$ cat src/rtl/requant_pipe.sv
// Multi-lane signed fixed-point requantiser: round (selectable), shift, saturate,
// over a two-stage valid/ready pipeline with saturation statistics.
module requant_pipe #(
  parameter int LANES = 4,
  parameter int IW    = 32,
  parameter int IFRAC = 16,
  parameter int OW    = 16,
  parameter int OFRAC = 8,
  parameter int CNT_W = 16
) (
  input  logic                  clk,
  input  logic                  rst,
  input  logic [1:0]            mode,
  input  logic                  clr_stats,
  input  logic                  s_valid,
  output logic                  s_ready,
  input  logic [LANES*IW-1:0]   s_data,
  output logic                  m_valid,
  input  logic                  m_ready,
  output logic [LANES*OW-1:0]   m_data,
  output logic [LANES-1:0]      m_sat,
  output logic                  sat_sticky,
  output logic [CNT_W-1:0]      sat_count
);

  localparam int SH   = IFRAC - OFRAC;
  localparam int SHM1 = (SH > 0) ? SH - 1 : 0;

  typedef logic signed [IW:0] wide_t;

  localparam wide_t HALF = wide_t'(1) << SHM1;
  localparam wide_t MAXV = {{(IW-OW+2){1'b0}}, {(OW-1){1'b1}}};
  localparam wide_t MINV = {{(IW-OW+2){1'b1}}, {(OW-1){1'b0}}};

  // One guard bit above IW keeps in + bias from overflowing.
  function automatic wide_t round_shift(input logic signed [IW-1:0] x,
                                        input logic [1:0] md);
    wide_t ext;
    wide_t bias;
    ext  = wide_t'(x);
    bias = '0;
    if (SH > 0) begin
      case (md)
        2'b01:   bias = HALF;
        2'b10:   bias = HALF - wide_t'(1) + wide_t'({1'b0, x[SH]});
        default: bias = '0;
      endcase
    end
    return (ext + bias) >>> SH;
  endfunction

  // Returns {clamped, value}; clamped is set only when the value changed.
  function automatic logic [OW:0] saturate(input wide_t r);
    if (r > MAXV)      return {1'b1, MAXV[OW-1:0]};
    else if (r < MINV) return {1'b1, MINV[OW-1:0]};
    else               return {1'b0, r[OW-1:0]};
  endfunction

  logic                 vld_p1;
  logic                 vld_p2;
  wide_t                rnd_p1 [LANES];
  logic [LANES*OW-1:0]  data_p2;
  logic [LANES-1:0]     sat_p2;
  logic [OW:0]          sat_res [LANES];
  logic                 ld1;
  logic                 ld2;
  logic                 acc_sat;

  assign ld2     = !vld_p2 || m_ready;
  assign ld1     = !vld_p1 || ld2;
  assign s_ready = !rst && ld1;
  assign acc_sat = vld_p2 && m_ready && (|sat_p2);

  // Stage 1: round and shift; mode is captured with the beat.
  always_ff @(posedge clk) begin
    if (ld1 && s_valid) begin
      for (int k = 0; k < LANES; k++) begin
        rnd_p1[k] <= round_shift(s_data[k*IW +: IW], mode);
      end
    end
  end

  always_comb begin
    for (int k = 0; k < LANES; k++) begin
      sat_res[k] = saturate(rnd_p1[k]);
    end
  end

  // Stage 2: saturate, plus control and statistics.
  always_ff @(posedge clk) begin
    if (rst) begin
      vld_p1     <= 1'b0;
      vld_p2     <= 1'b0;
      data_p2    <= '0;
      sat_p2     <= '0;
      sat_sticky <= 1'b0;
      sat_count  <= '0;
    end else begin
      if (ld1) vld_p1 <= s_valid;
      if (ld2) begin
        vld_p2 <= vld_p1;
        if (vld_p1) begin
          for (int k = 0; k < LANES; k++) begin
            data_p2[k*OW +: OW] <= sat_res[k][OW-1:0];
            sat_p2[k]           <= sat_res[k][OW];
          end
        end
      end
      if (clr_stats) begin
        sat_sticky <= 1'b0;
        sat_count  <= '0;
      end else if (acc_sat) begin
        sat_sticky <= 1'b1;
        if (sat_count != '1) sat_count <= sat_count + 1'b1;
      end
    end
  end

  assign m_valid = vld_p2;
  assign m_data  = data_p2;
  assign m_sat   = sat_p2;

endmodule
$ cat config.mk
export PLATFORM = sky130hd
export DESIGN_NAME = requant_pipe
export DESIGN_NICKNAME = d
export VERILOG_FILES = /design/src/rtl/requant_pipe.sv
export SDC_FILE = /design/constraint.sdc
export NUM_CORES = 1
export LEC_CHECK = 0
export ABC_CLOCK_PERIOD_IN_PS = 17450
export BUFFER_PORTS_ARGS = -buffer_cell sky130_fd_sc_hd__buf_2
export CAP_MARGIN = 0
export CORE_AREA = 2 2 171 173
export CTS_BUF_LIST = sky130_fd_sc_hd__clkbuf_16
export DETAILED_ROUTE_END_ITERATION = 10
export DIE_AREA = 0 0 173 175
export HOLD_SLACK_MARGIN = 0.15
export PLACE_DENSITY = 0.48
export SKIP_CTS_REPAIR_TIMING = 1
export SLEW_MARGIN = 20
export SYNTH_ARGS = -nofsm -noshare
export SYNTH_HDL_FRONTEND = slang
export SYNTH_SLANG_ARGS = --single-unit
$ cat constraint.sdc
create_clock -name clk -period 17.45 [get_ports clk]
set_input_delay 0 -clock clk [delete_from_list [all_inputs] [get_ports clk]]
set_output_delay 0 -clock clk [all_outputs]
set_load 0.005 [all_outputs]
# ---- Word-level counts from Yosys, hierarchy flattened
# Memories as Yosys holds them, arrays and structs flattened.
# Index checks and enable logic that the tools add are counted.
dict set report totals {
  regBits 87
  mem_bits_rw 132
  in_bits 135
  output_inout_bits 87
  word_cells 58
  memories 1
}
dict set report op_classes {
  addsub 9
  order_cmp 8
  n_eq_ne 3
  n_mux 18
  n_reduce_logical 13
}
# memory depth word_bits rd rd_clocked_by_memory_dff write_ports line_no
set mem_list {}
lappend mem_list {rnd_p1 4 33 4 0 4 61} ;# wide_t rnd_p1 [LANES];
# cell n
set op_table {}
lappend op_table {{2-to-1 mux 17 bit} 8}
lappend op_table {{adder 32 x 33 -> 33 bit} 4}
lappend op_table {{greater-than comparator 33 x 16 -> 1 bit, second input constant} 4}
lappend op_table {{< comparator 33 x 16 -> 1 bit, second input constant} 4}
lappend op_table {{2-to-1 mux 33 bit} 4}
lappend op_table {{case mux 8 bit (2 select lines)} 4}
lappend op_table {{adder 7 x 1 -> 8 bit, first input constant} 4}
lappend op_table {{adder 16 x 1 -> 16 bit, second input constant} 1}
lappend op_table {{!= test 16 bit, second input constant} 1}
lappend op_table {{logical AND 1 bit} 4}
lappend op_table {{AND reduction 2 bit} 2}
lappend op_table {{OR reduction 4 bit} 1}
lappend op_table {{logical NOT 1 bit} 3}
lappend op_table {{== test 2 x 1 -> 1 bit, second input constant} 1}
lappend op_table {{== test 2 bit, second input constant} 1}
lappend op_table {{logical OR 1 bit} 2}
lappend op_table {{2-to-1 mux 1 bit} 2}
lappend op_table {{OR reduction 2 bit} 1}

# ---- Longest topological paths before layout
dict set report depth {
  ltp_word 6
  depth_mapped 13
  depth_no_buf 10
}

# ---- Worst setup path after synthesis
# No wires, ideal clock.
dict set report synth_path {
  path_type {register to register}
  startpoint {register vld_p2, in the netlist m_valid}
  endpoint {memory rnd_p1[0][0] (netlist bit), enable pin}
  setup_time_ps 713
  t_arrival_ps 7743
  t_required_ps 16737
  path_slack_ps 8994
  stages_incl_launch_ff 3
  n_path_buf 0
  synth_period_minus_slack_ps 8456
  cell_sequence {dfxtp_1 -> nor2b_1 -> a21boi_0}
}
# element line_no
set synth_lines {}
lappend synth_lines {{from (decl)} 60} ;# logic vld_p2;
lappend synth_lines {{from (signal assigned)} 101} ;# vld_p2 <= vld_p1;
lappend synth_lines {{to (decl)} 61}

==> metrics.md <==
| Metric | Value |
|---|---|
| Status | `completed` |
| DRT iter0 DRCs | `~350` |
| Drt pass-1 iters | `4` |
| Pwr Density | `82.5 nW/um^2` |
| Longest Clk Path Bufs | `2` |
| Clock power frac | `0.369` |
| Crit path buffers/inverters | `3` |
| Startpoint types | `input port` |
| Initial core utilization | `0.296` |
| Clk_skew | `9.99 ps` |
| Clock Latency Late Sink | `430 ps` |
| Power, Total | `approximately 1000 uW` |
| Seq cells post-synth | `between 150 and 200` |
| Area of the multi-input gates | `3520 um^2` |
| Syn Area/Cell | `slightly above 10 um^2` |
| Initial antenna violation count | `3` |
| Max-cap viol count | `0` |
| Slew HR | `0.387` |
| Slowest CP cell | `dlygate4sd3_1` |
| Critical path fanouts, max | `7` |
| Post-synthesis instance area | `8400 um^2` |
| Switching power total | `about 250 uW` |
| Final Hold Fails | `0` |
| Maximum VDD drop | `between 0.06 and 0.07 mV` |
| Seq/Total Area, Yosys | `0.565` |
| Switching share of total power | `0.251` |
| Post-layout util | `0.426` |
| CTS Buf Count | `17` |
| Synth-to-layout area growth | `43.9%` |
| HP Class | `in2reg` |
| Most frequent cells in the layout | `221 x buf_2, 158 x dlygate4sd3_1, 118 x nand2_1, 107 x nor2_1, 100 x edfxtp_1` |
| Yosys cell types | `39` |
| GRT overflow | `0` |
| CP Cell Sequence | `dlygate4sd3_1, buf_2, a21oi_1, nor2_1, ha_1, nand4_2, nor4_4, and4_1, nand3_1, xnor2_1, dlygate4sd3_1` |
| DP Wirelength | `15700 um` |
| Ports | `roughly 220` |
| Setup violations, final | `0` |
| Core ar. | `~28000 um^2` |
| Period utilization | `0.164` |
| Cell Rows | `62` |
| Slew Limit Fails | `0` |
| Routability cong. | `0.763` |
| Die Height | `~180 um` |
| Reg power frac | `0.504` |
| H-tree depth | `4` |
| Most common cell after layout, fill and taps aside | `buf_2` |
| Nets | `1325` |
| Comb pwr share | `0.126` |
| Setup_tns | `0 ps` |
| CTS tree | `built` |
| Reg area | `approximately 4700 um^2` |
| CP dominant cell by count | `dlygate4sd3_1` |
| Min cycle time layout | `~2900 ps` |
| Worst Tran Pin Value | `920 ps` |
| Layout cell share with drive strength beyond 1 | `0.234` |
| Vias in the first global route | `6296` |
| Kind of critical path | `in2reg` |
| GRT Util Overall | `0.146` |
| Delay-heaviest family, CP | `buffers and inverters` |
| Clk slew on worst S/H paths | `70 ps` |
| Via count | `slightly above 7000` |
| I/O Buffers | `roughly 220` |
| Die ar. | `roughly 30000 um^2` |
| Fillers | `approximately 2800` |
| Largest net degree at the start of global routing | `73` |
| CTS root buffer | `clkbuf_16` |
| CP peak stage delay | `about 550 ps` |
| Final ANT Viol Nets | `0` |
| LEAKAGE | `4.76 nW` |
| Warnings from Yosys | `0` |
| Post-Route WL | `about 23000 um` |
| Internal power | `between 700 and 800 uW` |
| Die span in x | `around 170 um` |
| Via/cell ratio | `around 4.6` |
| Peak Freq | `roughly 350 MHz` |
| Post-Synthesis Cells | `810` |
| Clock tree sinks | `approximately 190` |
| Arrival time worst endpoint | `around 3000 ps` |
| RSZ-0062 raised after global routing | `false` |
| Post-Synthesis Net Count | `around 950` |
| First-pass GRT wire length | `~35000 um` |
| Req. time, crit path | `17630 ps` |
| Drt drc | `0` |
| DR WL/cell | `approximately 15 um` |
| Crit end category | `flop` |
## synth_stat cells
| cell | count | share of area |
|---|---|---|
| a211oi_1 | 64 | 0.057 |
| a21boi_0 | 1 | 0.00089 |
| a21oi_1 | 18 | 0.011 |
| a311oi_1 | 4 | 0.0042 |
| a31o_2 | 1 | 0.0010 |
| a31oi_1 | 4 | 0.0030 |
| and2_1 | 7 | 0.0052 |
| and3_1 | 9 | 0.0067 |
| and4_1 | 11 | 0.011 |
| and4_4 | 2 | 0.0027 |
| buf_1 | 2 | 0.00089 |
| buf_2 | 10 | 0.0060 |
| buf_4 | 1 | 0.00089 |
| buf_6 | 1 | 0.0013 |
| clkbuf_1 | 21 | 0.0094 |
| dfxtp_1 | 87 | 0.21 |
| edfxtp_1 | 100 | 0.36 |
| ha_1 | 7 | 0.010 |
| inv_1 | 9 | 0.0040 |
| nand2_1 | 118 | 0.053 |
| nand2b_1 | 2 | 0.0015 |
| nand3_1 | 48 | 0.029 |
| nand4_1 | 20 | 0.015 |
| nand4_2 | 3 | 0.0045 |
| nand4b_1 | 1 | 0.0010 |
| nor2_1 | 109 | 0.049 |
| nor2_2 | 1 | 0.00074 |
| nor2b_1 | 2 | 0.0015 |
| nor3_1 | 12 | 0.0071 |
| nor4_1 | 13 | 0.0097 |
| nor4_2 | 1 | 0.0015 |
| nor4_4 | 3 | 0.0076 |
| nor4b_1 | 1 | 0.0010 |
| o21ai_0 | 2 | 0.0012 |
| o31ai_1 | 5 | 0.0045 |
| or2_2 | 2 | 0.0015 |
| or3_1 | 4 | 0.0030 |
| xnor2_1 | 74 | 0.077 |
| xor2_1 | 30 | 0.031 |
## power groups by stage
stage / clock, mW / combinational [mW] / sequential, mW
after floorplan: 0 / 0.0464 / 0.515
after global placement: 0 / 0.0985 / 0.513
after detailed placement: 0 / 0.0996 / 0.513
after CTS: 0.381 / 0.0997 / 0.503
after global routing: 0.398 / 0.140 / 0.506
final: 0.369 / 0.126 / 0.503
## final cells by class
class                      instances  share of cell area
clock inverter                    14             0.00786
sequential                       187               0.392
timing repair buffer             389               0.228
tap                              384              0.0397
inverter                           9             0.00279
multi-input combinational        579               0.291
antenna                            2            0.000414
clock buffer                      18              0.0372
## flip-flops by register name, indices dropped and copies added (netlist names)
name / count
m_valid: 1
sat_sticky: 1
sat_count: 16
rnd_p1: 100
vld_p1: 1
m_data: 64
m_sat: 4
## worst paths after layout
check | from | end | slack (ps) | cells after the start
worst max-delay path | s_data[104] | rnd_p1[3][23]$_DFFE_PP_ | 14590 | 11
worst min-delay path | s_data[103] | rnd_p1[3][0]$_DFFE_PP_ | 120 | 4
worst max register to register | m_valid$_SDFFE_PP0P_ | rnd_p1[1][7]$_DFFE_PP_ | 15090 | 4
worst min register to register | sat_sticky$_SDFFE_PP0P_ | sat_sticky$_SDFFE_PP0P_ | 450 | 2
## metrics by stage
step / cell area (um^2) / hold WS [ps] / setup WS (ps) / instances
after CTS: 10500 / -207 / 15050 / 1422
after global placement: 9950 / 248 / 14820 / 1390
after floorplan: 8400 / 117 / 8990 / 810
after detailed placement: 9950 / 247 / 14730 / 1390
after global routing: 12100 / 173 / 14360 / 1580
final: 12100 / 121 / 14590 / 1582
## cell families (layout without fill, tap and decap cells)
| logic type | count (synthesis) | count (layout) | share of synthesized area |
|---|---|---|---|
| AO/OA/AOI/OAI | 99 | 99 | 0.0826 |
| buffers and inverters | 44 | 430 | 0.0225 |
| flip-flops | 187 | 187 | 0.565 |
| adder cells (fa/ha/maj) | 7 | 7 | 0.0104 |
| AND/OR/NAND/NOR | 369 | 369 | 0.212 |
| XOR/XNOR | 104 | 104 | 0.108 |
| other | 0 | 2 | 0 |
## per-layer routing
layer  track usage  routed length (um)  up-vias  part of all wire
met5             0                  26        -            0.0011
met4        0.0378                 274        4             0.012
met3        0.0542                1490       21             0.064
met2         0.226               10900      185              0.47
met1         0.192               10600     3351              0.46
li1              -                   -     3645                 -
## worst min-delay path: cells and delay by family
kind,cells,cell delay [ps]
compound gates,2,210
fa+ha+maj,1,120
buf+inv,1,80
(Power assumes the default switching activity.)
